<file path="src/rtl/metrics_run_sequencer.sv">
// Run state machine for the SoC cycle-count metrics datapath: start/stop/arm/clear, snapshot, run counter.
// Optional build macro METRICS_SATURATE_EN: live counter saturates at all-ones instead of wrapping.
module metrics_run_sequencer #(
  parameter int COUNTER_WIDTH = 64,
  parameter int RUNS_WIDTH    = 8
) (
  input  logic                     clk,
  input  logic                     rst_n,
  input  logic                     cmd_start,
  input  logic                     cmd_stop,
  input  logic                     cmd_clear,
  input  logic                     cmd_arm,
  input  logic                     trig_start,
  input  logic                     trig_stop,
  output logic [COUNTER_WIDTH-1:0] cnt,
  output logic [COUNTER_WIDTH-1:0] snapshot,
  output logic [RUNS_WIDTH-1:0]    runs,
  output logic [1:0]               state_o,
  output logic                     overflow,
  output logic                     done_pulse
);

  typedef enum logic [1:0] {
    IDLE    = 2'd0,
    ARMED   = 2'd1,
    RUNNING = 2'd2,
    STOPPED = 2'd3
  } state_t;

  localparam logic [COUNTER_WIDTH-1:0] CNT_MAX  = '1;
  localparam logic [COUNTER_WIDTH-1:0] CNT_ONE  = COUNTER_WIDTH'(1);
  localparam logic [RUNS_WIDTH-1:0]    RUNS_ONE = RUNS_WIDTH'(1);

  state_t                   state;
  state_t                   state_next;
  logic                     start_q;
  logic                     stop_q;
  logic                     clear_q;
  logic                     arm_q;
  logic                     hist_valid;
  logic                     start_edge;
  logic                     stop_edge;
  logic                     clear_edge;
  logic                     arm_edge;
  logic                     stop_ev;
  logic                     start_ev;
  logic [COUNTER_WIDTH-1:0] cnt_inc;
  logic                     inc_ovf;
  logic [COUNTER_WIDTH-1:0] cnt_next;
  logic [COUNTER_WIDTH-1:0] snapshot_next;
  logic [RUNS_WIDTH-1:0]    runs_next;
  logic                     overflow_next;
  logic                     done_next;

  // hist_valid masks the first cycle after reset so a level held through reset is not an edge
  always_ff @(posedge clk or negedge rst_n) begin
    if (!rst_n) begin
      start_q    <= 1'b0;
      stop_q     <= 1'b0;
      clear_q    <= 1'b0;
      arm_q      <= 1'b0;
      hist_valid <= 1'b0;
    end else begin
      start_q    <= cmd_start;
      stop_q     <= cmd_stop;
      clear_q    <= cmd_clear;
      arm_q      <= cmd_arm;
      hist_valid <= 1'b1;
    end
  end

  assign start_edge = hist_valid & cmd_start & ~start_q;
  assign stop_edge  = hist_valid & cmd_stop  & ~stop_q;
  assign clear_edge = hist_valid & cmd_clear & ~clear_q;
  assign arm_edge   = hist_valid & cmd_arm   & ~arm_q;
  assign stop_ev    = stop_edge | trig_stop;
  assign start_ev   = start_edge | trig_start;

`ifdef METRICS_SATURATE_EN
  always_comb begin
    cnt_inc = (cnt == CNT_MAX) ? CNT_MAX : cnt + CNT_ONE;
    inc_ovf = (cnt_inc == CNT_MAX);
  end
`else
  always_comb begin
    cnt_inc = cnt + CNT_ONE;
    inc_ovf = (cnt == CNT_MAX);
  end
`endif

  // Priority within a cycle: clear, then stop, then start, then arm
  always_comb begin
    state_next    = state;
    cnt_next      = cnt;
    snapshot_next = snapshot;
    runs_next     = runs;
    overflow_next = overflow;
    done_next     = 1'b0;
    if (clear_edge) begin
      state_next    = IDLE;
      cnt_next      = '0;
      snapshot_next = '0;
      runs_next     = '0;
      overflow_next = 1'b0;
    end else begin
      case (state)
        IDLE: begin
          if (!stop_ev) begin
            if (start_edge) begin
              state_next = RUNNING;
              cnt_next   = '0;
            end else if (arm_edge) begin
              state_next = ARMED;
            end
          end
        end
        ARMED: begin
          if (stop_ev) begin
            state_next = IDLE;
          end else if (start_ev) begin
            state_next = RUNNING;
            cnt_next   = '0;
          end
        end
        RUNNING: begin
          cnt_next = cnt_inc;
          if (inc_ovf) overflow_next = 1'b1;
          if (stop_ev) begin
            state_next    = STOPPED;
            snapshot_next = cnt_inc;
            runs_next     = runs + RUNS_ONE;
            done_next     = 1'b1;
          end
        end
        STOPPED: begin
          if (!stop_ev) begin
            if (start_edge) begin
              state_next = RUNNING;
              cnt_next   = '0;
            end else if (arm_edge) begin
              state_next = ARMED;
            end
          end
        end
        default: state_next = IDLE;
      endcase
    end
  end

  always_ff @(posedge clk or negedge rst_n) begin
    if (!rst_n) begin
      state      <= IDLE;
      cnt        <= '0;
      snapshot   <= '0;
      runs       <= '0;
      overflow   <= 1'b0;
      done_pulse <= 1'b0;
    end else begin
      state      <= state_next;
      cnt        <= cnt_next;
      snapshot   <= snapshot_next;
      runs       <= runs_next;
      overflow   <= overflow_next;
      done_pulse <= done_next;
    end
  end

  assign state_o = state;

endmodule
</file>
<file path="config.mk">
export PLATFORM = sky130hd
export DESIGN_NAME = metrics_run_sequencer
export DESIGN_NICKNAME = d
export VERILOG_FILES = /design/src/rtl/metrics_run_sequencer.sv
export SDC_FILE = /design/constraint.sdc
export NUM_CORES = 1
export LEC_CHECK = 0
export CAP_MARGIN = 25
export CORE_UTILIZATION = 57
export CTS_CLUSTER_SIZE = 12
export DETAILED_ROUTE_END_ITERATION = 8
export PLACE_DENSITY_LB_ADDON = 0.15
export SLEW_MARGIN = 20
export SYNTH_ARGS = -nofsm -noshare
export SYNTH_HDL_FRONTEND = slang
export SYNTH_SLANG_ARGS = --single-unit
</file>
<file path="constraint.sdc">
create_clock -name clk -period 3.41 [get_ports clk]
set_input_delay 0.682 -clock clk [delete_from_list [all_inputs] [get_ports clk]]
set_output_delay 0.682 -clock clk [all_outputs]
set_load 0.02 [all_outputs]
</file>
# Yosys cells after proc, flatten, opt, wreduce, memory -nomap -nowiden
# Index checks and enable logic that the tools add are counted.
# Widths: inputs -> output; s select.
[classes]
addsub = 2
eq_ne = 11
mux = 26
bitwise = 14
n_reduce_logical = 9
[ops]
columns = ["cell", "n"]
rows = [
  ["$mux 64", 8],
  ["$pmux 64 s3", 1],
  ["$add 64x1->64 const B", 1],
  ["$eq 64x64->1 const B", 1],
  ["$mux 8", 3],
  ["$mux 2", 7],
  ["$ne 3x3->1 const B", 4],
  ["$add 8x1->8 const B", 1],
  ["$and 1x1->1", 8],
  ["$reduce_and 4->1", 2],
  ["$mux 1", 6],
  ["$pmux 2 s3", 1],
  ["$reduce_bool 2->1", 3],
  ["$eq 2x2->1 const B", 2],
  ["$ne 4x1->1 const B", 1],
  ["$ne 4x4->1 const B", 1],
  ["$not 1->1", 4],
  ["$reduce_and 2->1", 2],
  ["$ne 3x1->1 const B", 1],
  ["$eq 2x1->1 const B", 1],
  ["$logic_not 2->1", 1],
  ["$or 1x1->1", 2],
  ["$reduce_or 2->1", 1],
]
[word_totals]
register_bits = 145
input_bits = 8
out_inout_bits = 140

# Longest topological paths before layout
# Gate-level depths: netlist (run 1).
[depth]
ltp_word = 7
ltp_mapped = 10
depth_no_buf = 7

# Least setup slack after synthesis (run 1)
# No wires, ideal clock.
[synth_path]
kind = "register to register"
start = "register cnt[12]"
end = "register cnt[63]"
setup_time_ns = 0.082
t_arrival_ns = 2.451
t_required_ns = 3.328
path_slack_ns = 0.877
path_stages_with_launch = 8
n_path_buf = 1
synth_period_minus_slack_ns = 2.533
cell_sequence = "dfrtp_1 -> buf_2 -> nand4_4 -> nor4_4 -> nand4_2 -> or4b_4 -> or4_1 -> a31oi_1"
[synth_between]
elab_chain_cells = 3
[synth_lines]
columns = ["item", "line", "text"]
rows = [
  ["start, declared", "15", "output logic [COUNTER_WIDTH-1:0] cnt,"],
  ["start signal, assigned", "160", "cnt <= cnt_next;"],
  ["$add 64x1->64", "86", "cnt_inc = cnt + CNT_ONE;"],
  ["$pmux 64 s3", "106", "case (state)"],
  ["$mux 64", "99", "if (clear_edge) begin"],
]
# Every way passes these cells.
# A chain may end at the register's enable or synchronous reset.

# Worst setup path after layout (run 1)
[layout_path]
start = "register cnt[20]"
end = "register cnt[53]"
# The elaborated chain is that of the path after synthesis.

==> implementation parameters, run 1 <==
Parameter                              Value

Status
  Outcome    finished clean

Critical path
  Flop-to-flop setup slack    ~0.59 ns
  Required arrival time at the worst endpoint    roughly 3.7 ns
  CP max FO    9
  Endpoint class of the critical path    flip-flop
  Worst Setup Start Kind    flip-flop
  Crit path top cell by count    nand4_1
  Kind of critical path    reg2reg
  Critical Path AT    3.14 ns
  Cell-by-cell listing of the critical path    nand4_1 -> nor3_1 -> nand4_1 -> or4_1 -> o21a_1 -> o32ai_1
  Largest stage delay on the critical path    0.65 ns
  Crit-path slowest cell    nor3_1

Logic synthesis
  Netlist Area Pre-Place    ~0.0077 mm²
  Top area cells in the synthesized netlist    dfrtp_1, o21ai_0, xnor2_1
  Sequential-to-total area share from yosys stat    0.472
  Share of the synthesized area in compound gates (AO/OA/AOI/OAI)    0.133
  Mux cell area share after synthesis    0.0182
  Post-synthesis register bit count    145
  Total of warnings raised by yosys    0
  Most used flip-flop cell after synthesis    dfrtp_1
  Biggest area consumer among synthesized cells    dfrtp_1
  Number of instances in the synthesized netlist    863
  Largest family of logic cells by synthesized area    simple AND/OR/NAND/NOR gates
  Area fraction in and, or, nand and nor cells after synthesis    0.244
  Unique masters post-synth    51
  Async SR Flop Fraction    1.00
  Adder and majority cell fraction of the synthesized area    0.00815
  Net count of the mapped netlist    slightly below 900
  Xor/xnor share of the synthesized area    0.0821
  Top cell type's share of synthesized area    0.472
  Synthesized area per cell    a little under 9 µm²
  EDFF count, synth    0

Timing
  Hold violation count in the final report    0
  Time the final worst path needs with I/O delays and setup    between 2 and 3 ns
  Final worst clock skew    between 0.008 and 0.009 ns
  Final number of setup-violating endpoints    0
  Tightest Pin Transition    0.742 ns
  Unrepaired setup endpoints after global routing    false
  Max Fclk    between 300 and 400 MHz
  Hold_ws    roughly 0.3 ns
  Fin crit share    0.826
  Relative max-transition margin    0.505
  Minimum setup slack in the final design    0.592 ns
  Summed negative setup slack over all endpoints    0 ns
  Pins Over Slew Limit    0

Finish
  Share of cells above drive strength 1    0.0689
  Area added between synthesis and finish    29.3%
  Filler Cells Inserted    around 950
  Antenna diode count    0
  Post-layout nets    ~1000
  Final Core Density    0.753

Detailed routing
  DRC violation count after routing    0
  Average wire per standard cell    roughly 18 µm
  Routed via count    7111
  Number of iterations in the first detailed-routing pass    5
  Routed vias/inst    6.04
  Post-route antenna net violation count    0
  Total wire length after detailed routing    20.7 mm
  Detailed router's first-iteration violation count    640

CTS
  Hold buffer count at CTS    0
  Depth of the CTS H-tree    4
  Total clock sinks    145
  Number of gates resized after CTS    0
  Maximum clock path buffer count    2
  Root Driver    clkbuf_16
  Clock Latency Late Sink    ~0.42 ns
  Count of buffers added by post-CTS timing repair for setup    0
  Clock-pin slew on the worst setup and hold paths    0.06 ns
  Total CTS buffers    17
  CTS tree    yes

Die
  Initial Util    0.582
  Cell row count    42
  Horizontal die dimension    around 120 µm
  Total die area    roughly 0.014 mm²
  Area of the core    0.0132 mm²
  Die span in y    118 µm
  Top-level port count    148

Global route
  Antenna violations before repair    0
  Met2 routing resource usage after global routing    0.490
  Grt met1 use    0.411
  Vias in the first global route    around 6600
  Met3 layer usage reported by global route    0.0601
  Overflow left after global routing    0
  First-pass GRT wire length    33.8 mm
  Global-route total usage across every layer    0.307
  Maximum number of pins on one net before global-route repair    82
  Busiest layer in global routing    met2

Power
  Net load switching power    1.95 mW
  Overall power    5.63 mW
  Combinational share of power    0.299
  Fraction of power consumed by the clock network    0.337
  Internal power component    approximately 3.7 mW
  Power density over the cells    567 mW/mm²
  Worst vdd ir    472 µV
  Leak Pwr    3.88 nW
  Portion of total power attributed to sequential cells    0.364
  Switching power share of the total    0.347

Placement
  Detail Placement HPWL    14.1 mm
  Final estimated routing congestion in global placement    0.905
  Setup slack after placement    0.405 ns
  Buffers on Ports    147

Run
  Number of max-capacitance violations reported    0

Worst hold path
  Kind of path behind the tightest hold check    in2async
==> per-stage QoR <==
stage	instances	instance area, µm²
6_report	1177	9930
5_1_grt	1177	9930
4_1_cts	1177	9930
3_5_place_dp	1145	9320
3_3_place_gp	1145	9320
2_1_floorplan	863	7680
==> path summary, 6_finish.rpt <==
path,cells past startpoint,from,end
min in group clk,2,snapshot[22],snapshot[22]
min,1,rst_n,snapshot[20]
max,6,cnt[20],cnt[53]
max reg2reg,6,cnt[20],cnt[53]
min reg2reg,2,snapshot[22],snapshot[22]
max in group asynchronous,2,rst_n,snapshot[36]
==> Yosys cell counts (8+ instances only) <==
master and n:
clkbuf_1 42, nand3_1 53, or3_1 10, o21ai_0 92
a21oi_1 32, nor2_1 93, a211oi_1 12, and2_1 9
mux2i_1 14, nand2_1 84, nand4_1 30, nor3_1 32
nor4_1 15, xor2_1 24, dfrtp_1 145, buf_2 17
xnor2_1 48, and3_1 14, inv_1 15, and4_1 8
a22oi_1 8
==> logic make-up after synthesis <==
family	Yosys count
simple gates	373
flops	145
compound gates	174
buf+inv	79
mux	14
xor+xnor	72
fa+ha+maj	5
other cells	1
==> sequential cells by signal, summed over array words and instances, names as in the netlist <==
signal	cells
clear_q	1
runs	8
state_o	2
stop_q	1
snapshot	64
done_pulse	1
overflow	1
cnt	64
arm_q	1
hist_valid	1
start_q	1
==> per-layer routing <==
| metal | vias to the layer above | routed length, µm | share of wire |
|---|---|---|---|
| met5 | - | 0 | 0 |
| met4 | 0 | 558 | 0.027 |
| met3 | 49 | 1430 | 0.069 |
| met2 | 317 | 9900 | 0.48 |
| met1 | 3425 | 8820 | 0.43 |
| li1 | 3320 | - | - |
==> power groups by stage <==
stage               Combinational (mW)  Clock, mW  Sequential, mW
CTS                               1.68       1.93            2.05
finish                            1.68       1.90            2.05
global route                      1.81       2.00            2.08
detailed placement                1.67          0            2.08
floorplan                        0.726          0            2.27
global placement                  1.65          0            2.08
==> layout by cell type (no fill, tap or decap), types with 3 or more instances in the layout <==
cell type,instances
clkdlybuf4s50_1,146
dfrtp_1,145
nor2_1,92
o21ai_0,91
nand2_1,84
nand3_1,53
xnor2_1,48
nor3_1,32
a21oi_1,32
nand4_1,30
xor2_1,24
buf_4,21
clkbuf_16,17
inv_1,15
and3_1,14
nor4_1,14
mux2i_1,14
a211oi_1,12
or3_1,10
and4_1,8
and2_1,8
a22oi_1,8
clkinvlp_4,6
a32o_1,5
ha_1,5
clkinv_4,5
a31oi_1,4
o32ai_1,4
or4_1,4
nand3b_1,3
a22o_1,3
or2_2,3
o21a_1,3
bufinv_16,3
==> cell type report <==
cell class	instances	area (µm²)	share of cell area
Clock buffer	17	425	0.0428
Clock inverter	15	188	0.0189
Inverter	15	56.3	0.00567
Multi-Input combinational cell	639	3740	0.377
Sequential cell	145	3630	0.365
Tap cell	176	220	0.0222
Timing Repair Buffer	170	1670	0.168
==> worst max-delay path, delay by kind of cell, from the launching register on <==
kind | cells | cell delay (ns)
simple gates | 4 | 2.00
flops | 1 | 0.50
compound gates | 2 | 0.22
No activity file was read; power rests on OpenSTA's default activity.
==> run 2, diff against run 1 <==
--- a/config.mk
+++ b/config.mk
@@ -6,7 +6,7 @@
 export NUM_CORES = 1
 export LEC_CHECK = 0
 export CAP_MARGIN = 25
-export CORE_UTILIZATION = 57
+export CORE_UTILIZATION = 48
 export CTS_CLUSTER_SIZE = 12
 export DETAILED_ROUTE_END_ITERATION = 8
 export PLACE_DENSITY_LB_ADDON = 0.15
==> constraint.sdc (replaced) <==
create_clock -name clk -period 2.3 [get_ports clk]
set_input_delay 0.46 -clock clk [delete_from_list [all_inputs] [get_ports clk]]
set_output_delay 0.46 -clock clk [all_outputs]
set_load 0.02 [all_outputs]
==> run 2 against run 1 <==
The flow now finishes with violations (negative hold slack, negative setup slack). Critical path depth is 1 higher. Core utilization fell by 3.4 points. Wire length is 12% higher. Non-clock buffer count increased by 113. Sequential power up 48%.
==> implementation parameters, run 2 (synthesis results as in run 1) <==
Parameter                              Value

Status
  Outcome    complete, but fails checks
  Failing checks    negative hold slack, negative setup slack

Finish
  Final std cell area, no fill    0.0111 mm² (+12%)
  Post-layout nets    1114 (+11%)
  Top library cells by usage in the layout, fill and taps aside    clkdlybuf4s50_1, dfrtp_1, buf_4
  Finished Layout Cells    1324 (+12%)
  Final Core Density    0.719 (-0.0341)
  Leading registers by flop count    cnt (64), snapshot (64), runs (8)
  Share of cells above drive strength 1    0.193 (+0.124)
  Antenna diode count    0 (unchanged)
  Leading cell type in the layout, fill and taps excluded    clkdlybuf4s50_1
  Area added between synthesis and finish    44.4%

Timing
  Tightest Pin Transition    0.575 ns (-0.167 ns)
  Hold_ws    -0.00338 ns (-0.303 ns)
  Fin crit share    1.02 (+0.192)
  Relative max-transition margin    0.617 (+0.112)
  Final number of setup-violating endpoints    1 (+1)
  Summed negative setup slack over all endpoints    -0.0417 ns (-0.0417 ns)
  Time the final worst path needs with I/O delays and setup    2.34 ns (-0.476 ns)
  Pins Over Slew Limit    0 (unchanged)
  Max Fclk    427 MHz (+20%)
  Unrepaired setup endpoints after global routing    true
  Minimum setup slack in the final design    -0.0417 ns (-0.634 ns)
  Final worst clock skew    0.0191 ns (+0.0103 ns)
  Hold violation count in the final report    2 (+2)

Global route
  First-pass GRT wire length    37.4 mm (+11%)
  Vias in the first global route    7197 (+8.4%)
  Maximum number of pins on one net before global-route repair    61 (-26%)
  Global-route total usage across every layer    0.295 (-0.0120)
  Antenna violations before repair    0 (unchanged)
  Overflow left after global routing    0 (unchanged)

CTS
  Clock-pin slew on the worst setup and hold paths    0.06 ns (about the same)
  Root Driver    clkbuf_16
  Depth of the CTS H-tree    4 (unchanged)
  Maximum clock path buffer count    2 (unchanged)
  Total CTS buffers    17 (unchanged)
  Clock Latency Late Sink    0.43 ns (about the same)
  CTS tree    yes
  Total clock sinks    145 (unchanged)
  Hold buffer count at CTS    0 (unchanged)

Power
  Net load switching power    2.99 mW (+53%)
  Switching power share of the total    0.343 (-0.00410)
  Internal power component    5.74 mW (+56%)
  Overall power    8.73 mW (+55%)
  Combinational share of power    0.336 (+0.037)
  Power density over the cells    787 mW/mm² (+39%)
  Leak Pwr    4.57 nW (+18%)
  Portion of total power attributed to sequential cells    0.347 (-0.017)
  Worst vdd ir    551 µV (+17%)
  Fraction of power consumed by the clock network    0.317 (-0.020)

Critical path
  Worst Setup Start Kind    flip-flop
  Crit-path slowest cell    or4b_4
  Endpoint class of the critical path    flip-flop
  Kind of critical path    reg2reg
  Cell-by-cell listing of the critical path    nand3_2 -> nor4_4 -> buf_4 -> nand4_4 -> or4b_4 -> or4_4 -> a31oi_1
  Required arrival time at the worst endpoint    2.66 ns (-1.07 ns)
  Critical Path AT    2.70 ns (-0.44 ns)
  CP max FO    4 (-5)
  Largest stage delay on the critical path    0.58 ns (-0.07 ns)

Detailed routing
  DRC violation count after routing    0 (unchanged)
  Average wire per standard cell    17.5 µm (-0.62%)
  Routed vias/inst    5.72 (-5.3%)
  Number of iterations in the first detailed-routing pass    5 (unchanged)
  Total wire length after detailed routing    23.1 mm (+12%)
  Post-route antenna net violation count    0 (unchanged)
  Routed via count    7575 (+6.5%)
  Detailed router's first-iteration violation count    696 (+8.8%)

Die
  Initial Util    0.498 (-0.0844)
  Horizontal die dimension    128 µm (+8.8%)
  Area of the core    0.0154 mm² (+17%)
  Total die area    0.0165 mm² (+18%)
  Die span in y    128 µm (+8.8%)
  Cell row count    45 (+7.1%)
  Top-level port count    148 (unchanged)

Worst hold path
  Kind of path behind the tightest hold check    in2async

Placement
  Final estimated routing congestion in global placement    0.917 (+1.3%)
  Setup slack after placement    -0.191 ns (-0.596 ns)
  Number of cells after detailed placement    1283 (+12%)
  Total cell area at the placement stage    0.0102 mm² (+9.7%)
  Detail Placement HPWL    16.4 mm (+16%)
  Buffers on Ports    147 (unchanged)

Run
  Number of max-capacitance violations reported    0 (unchanged)
## run 2: cell count changes in the layout (fill, tap and decap cells not counted), moves of 6 or more
cell	previous run	this run
buf_4	21	126
dfrtp_2	0	6
nor4_1	14	6
nor3_1	32	22
dfrtp_1	145	139
nor3_2	0	8
## run 2: repair_timing
action | in CTS | in global routing
gates resized for setup | 6 | 33
buffers inserted | 5 | 5
setup endpoints to repair | 1 | 49
pin swaps | 5 | 15
## run 2: routing by layer
layer  up-vias  GRT usage  wire, µm
met2       321      0.465     10800
met1      3682      0.404     10200
met4         0      0.107       481
li1       3530          -         -
met5         -          0         0
met3        42     0.0628      1720
## run 2: critical path, delay by kind of cell, from the launching register on
| kind | cells | cell delay (ns) |
|---|---|---|
| flops | 1 | 0.37 |
| simple gates | 5 | 1.56 |
| buf+inv | 1 | 0.19 |
| compound gates | 1 | 0.14 |
## run 2: power groups by stage
| stage | sequential (mW) | combinational, mW | clock (mW) |
|---|---|---|---|
| floorplan | 3.37 | 1.08 | 0 |
| global placement | 3.06 | 2.81 | 0 |
| detailed placement | 3.06 | 2.83 | 0 |
| CTS | 3.03 | 2.87 | 2.80 |
| global route | 3.06 | 3.14 | 2.91 |
| finish | 3.03 | 2.93 | 2.77 |
## run 2: final timing paths
kind,from,endpoint,slack [ns],cells after the start
min in group clk,snapshot[18],snapshot[18],0.47,2
worst min-delay path,rst_n,snapshot[29],-0.003,1
max in group asynchronous,rst_n,cnt[15],1.66,2
worst max-delay path,cnt[4],cnt[63],-0.04,7
worst max register to register,cnt[4],cnt[63],-0.04,7
worst min register to register,snapshot[18],snapshot[18],0.47,2
## run 2: layout make-up
class / instances / area (µm²)
fillers: 1224 / 4340
inverters: 15 / 56.3
well taps: 211 / 264
multi-input cells: 639 / 3950
clock buffers: 22 / 484
flip-flops and latches: 145 / 3640
clock inverters: 9 / 105
repair buffers: 283 / 2590
